$ cat config.mk
export PLATFORM = sky130hd
export DESIGN_NAME = uart_tx_arbiter_flat
export DESIGN_NICKNAME = d
export VERILOG_FILES = /design/src/rtl/uart_tx_arbiter_if.sv /design/src/rtl/uart_tx_arbiter.sv /design/src/flat_wrapper.sv
export SDC_FILE = /design/constraint.sdc
export NUM_CORES = 1
export LEC_CHECK = 0
export ABC_AREA = 1
export CAP_MARGIN = 20
export CORE_MARGIN = 1
export CORE_UTILIZATION = 57
export CTS_BUF_LIST = sky130_fd_sc_hd__clkbuf_8
export DETAILED_ROUTE_END_ITERATION = 10
export GPL_TIMING_DRIVEN = 0
export MAX_ROUTING_LAYER = met4
export PLACE_DENSITY = 0.95
export SYNTH_ARGS = -nofsm -noshare
export SYNTH_HDL_FRONTEND = slang
export SYNTH_SLANG_ARGS = --single-unit
$ cat constraint.sdc
create_clock -name clk -period 3.4 [get_ports clk]
set_input_delay 0.51 -clock clk [delete_from_list [all_inputs] [get_ports clk]]
set_output_delay 0.51 -clock clk [all_outputs]
set_load 0.02 [all_outputs]
$ cat src/rtl/uart_tx_arbiter_if.sv
// Bundle between the requesters/UART side and the arbiter.
// Handshake: a requester holds req_valid with its byte on req_data; the arbiter
// answers with a one-cycle, one-hot req_ready pulse and has already captured the
// byte on the edge that raised it, so the requester may present its next byte
// (or drop valid) from that cycle on. tx_start is a one-cycle pulse that qualifies
// tx_data; tx_busy is the UART's frame-in-progress flag.
interface uart_tx_arbiter_if #(
  parameter int NREQ = 4
) ();
  logic [NREQ-1:0]   req_valid;
  logic [8*NREQ-1:0] req_data;
  logic [NREQ-1:0]   req_lock;
  logic [NREQ-1:0]   req_ready;
  logic              tx_start;
  logic [7:0]        tx_data;
  logic              tx_busy;

  // Environment side: requesters plus the UART's busy flag.
  modport master (
    output req_valid, req_data, req_lock, tx_busy,
    input  req_ready, tx_start, tx_data
  );

  // Arbiter side.
  modport slave (
    input  req_valid, req_data, req_lock, tx_busy,
    output req_ready, tx_start, tx_data
  );
endinterface

$ cat src/rtl/uart_tx_arbiter.sv
// Round-robin arbiter that shares one UART byte transmitter among NREQ
// requesters, with optional locked bursts and a watchdog for a stuck UART.
module uart_tx_arbiter #(
  parameter int NREQ      = 4,
  parameter int TO_CYCLES = 60000,
  parameter int TO_W      = 16
) (
  input  logic                    clk,
  input  logic                    rst_n,
  uart_tx_arbiter_if.slave        bus,
  output logic [$clog2(NREQ)-1:0] grant_id,
  output logic                    active,
  output logic                    err_timeout,
  output logic [1:0]              fsm_state
);

  localparam int GW = $clog2(NREQ);
  localparam logic [GW-1:0]   LAST    = GW'(NREQ - 1);
  localparam logic [TO_W-1:0] WD_LAST = TO_W'(TO_CYCLES - 2);

  typedef enum logic [1:0] {
    IDLE      = 2'd0,
    START     = 2'd1,
    WAIT_ACK  = 2'd2,
    WAIT_DONE = 2'd3
  } state_t;

  state_t          state;
  logic [GW-1:0]   ptr;
  logic [TO_W-1:0] wd_cnt;

  logic            pick_found;
  logic [GW-1:0]   pick_id;
  logic [GW-1:0]   cand;
  logic [7:0]      pick_data;
  logic [7:0]      cur_data;
  logic            cur_keep;
  logic [GW-1:0]   nxt_ptr;
  logic            wd_expire;

  function automatic logic [NREQ-1:0] one_hot(input logic [GW-1:0] i);
    one_hot    = '0;
    one_hot[i] = 1'b1;
  endfunction

  // Round-robin search starting at ptr, wrapping at NREQ-1 back to 0.
  always_comb begin
    pick_found = 1'b0;
    pick_id    = '0;
    cand       = ptr;
    for (int k = 0; k < NREQ; k++) begin
      if (!pick_found && bus.req_valid[cand]) begin
        pick_found = 1'b1;
        pick_id    = cand;
      end
      cand = (cand == LAST) ? '0 : cand + GW'(1);
    end
  end

  assign pick_data = bus.req_data[8*int'(pick_id) +: 8];
  assign cur_data  = bus.req_data[8*int'(grant_id) +: 8];
  // The current owner keeps the transmitter only while it both locks and has a byte.
  assign cur_keep  = bus.req_lock[grant_id] && bus.req_valid[grant_id];
  assign nxt_ptr   = (grant_id == LAST) ? '0 : grant_id + GW'(1);
  // Fires on the edge where the counter would reach TO_CYCLES-1.
  assign wd_expire = (wd_cnt == WD_LAST);
  assign fsm_state = state;

  // Sequencer FSM with all outputs registered; pulse outputs default low each cycle.
  always_ff @(posedge clk or negedge rst_n) begin
    if (!rst_n) begin
      state         <= IDLE;
      ptr           <= '0;
      wd_cnt        <= '0;
      bus.req_ready <= '0;
      bus.tx_start  <= 1'b0;
      bus.tx_data   <= 8'h00;
      grant_id      <= '0;
      active        <= 1'b0;
      err_timeout   <= 1'b0;
    end else begin
      bus.req_ready <= '0;
      bus.tx_start  <= 1'b0;
      err_timeout   <= 1'b0;
      unique case (state)
        IDLE: begin
          if (pick_found) begin
            grant_id      <= pick_id;
            bus.tx_data   <= pick_data;
            bus.req_ready <= one_hot(pick_id);
            bus.tx_start  <= 1'b1;
            active        <= 1'b1;
            state         <= START;
          end
        end
        START: begin
          wd_cnt <= '0;
          state  <= WAIT_ACK;
        end
        WAIT_ACK: begin
          if (wd_expire) begin
            err_timeout <= 1'b1;
            ptr         <= nxt_ptr;
            active      <= 1'b0;
            state       <= IDLE;
          end else begin
            wd_cnt <= wd_cnt + TO_W'(1);
            if (bus.tx_busy) state <= WAIT_DONE;
          end
        end
        WAIT_DONE: begin
          if (wd_expire) begin
            err_timeout <= 1'b1;
            ptr         <= nxt_ptr;
            active      <= 1'b0;
            state       <= IDLE;
          end else begin
            wd_cnt <= wd_cnt + TO_W'(1);
            if (!bus.tx_busy) begin
              if (cur_keep) begin
                // Locked burst: re-accept the same requester without re-arbitrating.
                bus.tx_data   <= cur_data;
                bus.req_ready <= one_hot(grant_id);
                bus.tx_start  <= 1'b1;
                state         <= START;
              end else begin
                ptr    <= nxt_ptr;
                active <= 1'b0;
                state  <= IDLE;
              end
            end
          end
        end
        default: state <= IDLE;
      endcase
    end
  end

endmodule

$ cat src/flat_wrapper.sv
// flat-port wrapper written by rule: the top's interface ports become plain ports
module uart_tx_arbiter_flat 
#(
  parameter int NREQ      = 4,
  parameter int TO_CYCLES = 60000,
  parameter int TO_W      = 16
)
  (clk, rst_n, grant_id, active, err_timeout, fsm_state, bus_req_valid, bus_req_data, bus_req_lock, bus_tx_busy, bus_req_ready, bus_tx_start, bus_tx_data);
  uart_tx_arbiter_if #(.NREQ(NREQ)) bus_i ();
  input  logic clk;
  input  logic rst_n;
  output logic [$clog2(NREQ)-1:0] grant_id;
  output logic active;
  output logic err_timeout;
  output logic [1:0] fsm_state;
  input wire logic [$bits(bus_i.req_valid)-1:0] bus_req_valid;
  input wire logic [$bits(bus_i.req_data)-1:0] bus_req_data;
  input wire logic [$bits(bus_i.req_lock)-1:0] bus_req_lock;
  input wire logic [$bits(bus_i.tx_busy)-1:0] bus_tx_busy;
  output wire logic [$bits(bus_i.req_ready)-1:0] bus_req_ready;
  output wire logic [$bits(bus_i.tx_start)-1:0] bus_tx_start;
  output wire logic [$bits(bus_i.tx_data)-1:0] bus_tx_data;
  assign bus_i.req_valid = bus_req_valid;
  assign bus_i.req_data = bus_req_data;
  assign bus_i.req_lock = bus_req_lock;
  assign bus_i.tx_busy = bus_tx_busy;
  assign bus_req_ready = bus_i.req_ready;
  assign bus_tx_start = bus_i.tx_start;
  assign bus_tx_data = bus_i.tx_data;
  uart_tx_arbiter #(.NREQ(NREQ), .TO_CYCLES(TO_CYCLES), .TO_W(TO_W)) u_core (.clk(clk), .rst_n(rst_n), .bus(bus_i), .grant_id(grant_id), .active(active), .err_timeout(err_timeout), .fsm_state(fsm_state));
endmodule
# Word-level counts from Yosys, hierarchy flattened
# Cells that the tools add are included.
[word_totals] output_inout_bits=19 romBits=0 latch_bits=0 regBits=37 in_bits=43 mem_bits_rw=0 memories=0
[op_classes] shifts=2 n_reduce_logical=21 eq_ne=17 addsub=5 bitwise_logic=0 n_mux=65 order_cmp=8 n_div=0 multipliers=0
[op_table] operator="variable part select 32 x 6 -> 8 bit" n=2
[op_table] operator="2-to-1 mux 2 bit" n=17
[op_table] operator="2-to-1 mux 8 bit" n=4
[op_table] operator="one-hot mux 16 bit (2 select lines)" n=1
[op_table] operator="2-to-1 mux 1 bit" n=24
[op_table] operator="< comparator 2 x 3 -> 1 bit, second input constant" n=6
[op_table] operator="adder 16 x 1 -> 16 bit, second input constant" n=1
[op_table] operator="== test 16 bit, second input constant" n=1
[op_table] operator="2-to-1 mux 16 bit" n=1
[op_table] operator="2-to-1 mux 4 bit" n=4
[op_table] operator="one-hot mux 8 bit (2 select lines)" n=1
[op_table] operator="binary-select mux 1 bit (select 2 bit)" n=6
[op_table] operator="== test 2 bit, second input constant" n=6
[op_table] operator="AND reduction 5 bit" n=2
[op_table] operator="adder 2 x 1 -> 2 bit, second input constant" n=4
[op_table] operator="one-hot mux 2 bit (4 select lines)" n=1
[op_table] operator="one-hot mux 4 bit (2 select lines)" n=1
[op_table] operator="logical AND 1 bit" n=6
[op_table] operator="!= test 2 x 1 -> 1 bit, second input constant" n=3
[op_table] operator="!= test 2 bit, second input constant" n=3
[op_table] operator="!= test 3 x 2 -> 1 bit, second input constant" n=2
[op_table] operator="nonzero test 2 bit" n=3
[op_table] operator="demux 1 bit (select 2 bit)" n=2
[op_table] operator="greater-or-equal comparator 2 x 1 -> 1 bit, second input constant" n=2
[op_table] operator="12 further kinds" n=15

# Longest topological paths before layout
[depth] ltp_word=18 ltp_mapped=16

# Least setup slack after synthesis
# Ideal clock, no wire load.
[synth_timing] path_type="flip-flop to flip-flop" start="register u_core.state[0] (netlist: u_core.fsm_state[0])" end="register u_core.wd_cnt[7]" arrival_time_ps=1936 required_time_ps=3281 period_less_slack_ps=2055 setup_slack_ps=1345 n_path_buf=2 path_stages_with_launch=12 cell_sequence="dfrtp_1 > ha_1 > buf_6 > nor2_2 > inv_1 > nand2_1 > nand2_1 > buf_2 > nor3_1 > nand3_1 > nand2_1 > nor2_1"
[synth_via] elab_chain_cells=4 elab_cells_between_ends=8
[synth_rtl] element="start, declared" line="uart_tx_arbiter.sv:28" rtl="state_t state;"
[synth_rtl] element="start signal, assigned" line="uart_tx_arbiter.sv:72" rtl="state <= IDLE;"
[synth_rtl] element="start signal, assigned" line="uart_tx_arbiter.sv:93" rtl="state <= START;"
[synth_rtl] element="start signal, assigned" line="uart_tx_arbiter.sv:98" rtl="state <= WAIT_ACK;"
[synth_rtl] element="== test 2 bit" line="uart_tx_arbiter.sv:85" rtl="unique case (state)"
[synth_rtl] element="OR reduction 2 bit (no source line)"
[synth_rtl] element="!= test 2 bit (no source line) / nonzero test 2 bit (equally long branches)"
[synth_rtl] element="AND reduction 2 bit (no source line)"
[synth_rtl] element="end signal, assigned" line="uart_tx_arbiter.sv:107" rtl="wd_cnt <= wd_cnt + TO_W'(1);"
[synth_rtl] element="end signal, assigned" line="uart_tx_arbiter.sv:118" rtl="wd_cnt <= wd_cnt + TO_W'(1);"
[synth_rtl] element="end, declared" line="uart_tx_arbiter.sv:30" rtl="logic [TO_W-1:0] wd_cnt;"
# Parallel ways exist; a longest one is shown, timed or not.
# A chain may end at the register's enable or synchronous reset.

# Worst setup path after layout
# Same ends and word-level chain as after synthesis.

==> results.yml <==
floorplanning:
  start_util_pct: 60.13
  io_pins: 62
  die_x_um: 73.29
  core_area_um2: 4817
  rows: 25
  die_area_um2: 5371
  die_height_um: 73.29
global_routing:
  gr-total-overflow: 0
  grt_use_total_pct: 28.88
  grt_max_degree: 38
  grt_pass1_wl_mm: 11.83
  first_global_vias: 2761
  antenna_found_initial: 0
logic_synthesis:
  syn_avg_cell_area_um2: 6.980
  synth_warnings: 0
  yosys.area.top_type: "dfrtp_1"
  ys_seq_area_share_pct: 31.97
  ys_ff_latch: 37
  syn_inst: 415
  synth_area_leaders: "dfrtp_1, nand2_1, nand3_1"
  synth_area_um2: 2897
  synth_fp_nets: 470
  synth_cell_type_count: 37
  synth_top_area_share_pct: 31.97
worst_setup_path:
  cp_common_cell: "nand2_1"
  crit_path_start_kind: "register"
  crit_arrival_ns: 2.52
  path_class: "reg -> reg"
  cpMaxStageDelayCell: "dfrtp_1"
  cp_max_fo: 10
  max_stage_delay_ns: 0.44
  worstSetupEndpointType: "register"
  worstPathCellList: "ha_1 > buf_6 > nor2_2 > inv_1 > nand2_1 > nand2_1 > buf_2 > nor3_1 > nand3_1 > nand2_1 > nor2_1"
  cp_data_required_time_ns: 3.58
sta:
  finalCritPeriodShare_pct: 68.85
  tightest_slew_ns: 0.7667
  max_freq_ghz: 0.4272
  maxSlewHeadroom_pct: 48.89
  finalSetupViolCount: 0
  slew_viol_final: 0
  final.setup.tns_ns: 0
  hold_violations: 0
  rsz0062_at_grt: "no"
  final.setup_skew_ns: 0.008888
  min_period_ns: 2.341
drt:
  postRouteAntennaNets: 0
  route.met3.wl_um: 429
  wl_met1_mm: 2.971
  routed_via_density: 5.321
  first_iter_violations: 144
  drcViolationCount: 0
  first_pass_iters: 5
  num_vias: 2932
  wl_per_cell_um: 12.66
  dr_wl_met2_mm: 3.419
  wl_mm: 6.976
  top_layer: "met4"
cells_and_area:
  layout-drive-gt1-share_pct: 9.298
  layout.nets: 538
  diodes: 0
  final_cell_mix: "nand2_1, inv_1, nand3_1, clkdlybuf4s50_1, dfrtp_1"
  final.fill_count: 344
  final_common_cell: "nand2_1"
  area_growth_pct: 27.95
clock_tree:
  cts_made_buffers: 5
  cts-resized-gates: 0
  postCtsSetupRepairBufs: 0
  htreeDepth: 2
  clk_pin_slew_worst_paths_ns: 0.08
  clk_latency_ns: 0.29
  cts-root-buf: "clkbuf_8"
  cts_sinks: 37
  postCtsHoldBufs: 0
  cts_tree: "yes"
  cts_buffer_depth: 2
power_and_ir_drop:
  p_clk_share_pct: 11.1
  power_density_nw_per_um2: 972.8
  power_leakage_nw: 1.819
  p_total_mw: 3.605
  p_int_mw: 1.741
  combPwrFrac_pct: 70.4
  p_sw_mw: 1.865
  pwr-share-seq_pct: 18.5
  peakVddDrop_uv: 634.9
  switching_share_pct: 51.72
place:
  hpwl_mm: 5.464
  portBuffers: 61
  routabilityCongestion: 0.9726
hold_path:
  hold_path.class: "in -> async"
outcome:
  outcome: "finished, final reports clean"
job:
  drv_cap: 0
power by group through the flow:
stage	sequential (mW)	clock, mW	combinational (mW)
after floorplan	0.776	0	1.75
after global placement	0.670	0	2.42
after detailed placement	0.677	0	2.49
after CTS	0.670	0.401	2.51
after global routing	0.685	0.424	2.81
final	0.668	0.400	2.54
cell families (layout without fill, tap and decap cells):
group | after synthesis | in the layout | synth area share [%]
AOI/OAI and AO/OA | 39 | 39 | 8.078
xor gates and xnor gates | 7 | 7 | 2.117
adders and majority gates | 12 | 12 | 5.183
buffers and inverters | 82 | 151 | 11.79
DFF | 37 | 37 | 31.97
and+or+nand+nor | 238 | 238 | 40.86
state kept, by name (all words and copies together), names as in the netlist:
name,cells
u_core.bus.tx_start,1
u_core.fsm_state,2
u_core.ptr,2
u_core.bus.req_ready,4
u_core.err_timeout,1
u_core.bus.tx_data,8
u_core.grant_id,2
u_core.active,1
u_core.wd_cnt,16
routing by layer:
metal  up-vias  track usage (%)
li1       1476                -
met1      1298            33.57
met2       140            50.41
met3        18            4.664
met4         0            10.02
met5         -                -
area by class of cell:
| class | count | area [um^2] | area share, % |
|---|---|---|---|
| buffer | 8 | 58.81 | 1.587 |
| clock buffer | 6 | 82.58 | 2.228 |
| clock inverter | 2 | 37.54 | 1.013 |
| inverter | 74 | 282.8 | 7.630 |
| multi-input combinational | 296 | 1629 | 43.96 |
| sequential | 37 | 925.9 | 24.98 |
| tap | 67 | 83.83 | 2.262 |
| timing repair buffer | 61 | 605.6 | 16.34 |
per-stage QoR:
| step | setup WS (ns) | instance area, um^2 | instances | util [%] | hold slack [ns] |
|---|---|---|---|---|---|
| floorplan | 1.345 | 2897 | 415 | - | 0.2144 |
| CTS | 1.066 | 3706 | 551 | 76.94 | 0.3144 |
| global route | 0.8675 | 3706 | 551 | 76.94 | 0.3562 |
| global placement | 0.9640 | 3591 | 543 | 74.55 | 0.4626 |
| detailed placement | 0.8905 | 3586 | 543 | 74.44 | 0.4647 |
| finish | 1.059 | 3706 | 551 | 76.94 | 0.2857 |
worst paths after layout:
kind / startpoint / endpoint / slack [ns] / depth (start not counted)
setup / recovery: u_core.fsm_state[0] / u_core.wd_cnt[7] / 1.06 / 11
hold / removal: rst_n / u_core.fsm_state[1] / 0.29 / 1
setup reg to reg: u_core.fsm_state[0] / u_core.wd_cnt[7] / 1.06 / 11
hold reg to reg: u_core.bus.tx_data[3] / u_core.bus.tx_data[3] / 0.48 / 2
max in group asynchronous: rst_n / u_core.bus.tx_data[7] / 2.62 / 1
min in group clk: u_core.bus.tx_data[3] / u_core.bus.tx_data[3] / 0.48 / 2
worst max-delay path, delay by kind of cell (launching register included):
kind          cells  cell delay [ns]
fa+ha+maj         1             0.23
flops             1             0.44
simple gates      7             1.00
buf+inv           3             0.55
synthesized netlist by cell type:
cell type	n
nand3_1	67
dfrtp_1	37
nor2_2	1
nand2_1	103
clkbuf_1	2
nand2_2	12
nand4_1	8
nor2_1	22
buf_4	1
xor2_1	6
nor2_8	1
o22ai_1	2
nand4_4	2
o31ai_1	9
nor3_1	7
o21ai_0	12
inv_1	71
nor2_4	1
xnor2_1	1
a21oi_1	10
a31oi_1	1
inv_6	1
nand3_2	3
o21ai_2	1
buf_6	3
o21a_2	1
ha_1	12
o21ai_1	1
nand3b_1	1
nor4_1	4
o211ai_1	1
buf_2	2
o21bai_1	1
nor3b_1	1
nand2_4	3
nand3_4	2
inv_2	2
Note: power is estimated with default switching activity, not from simulation.
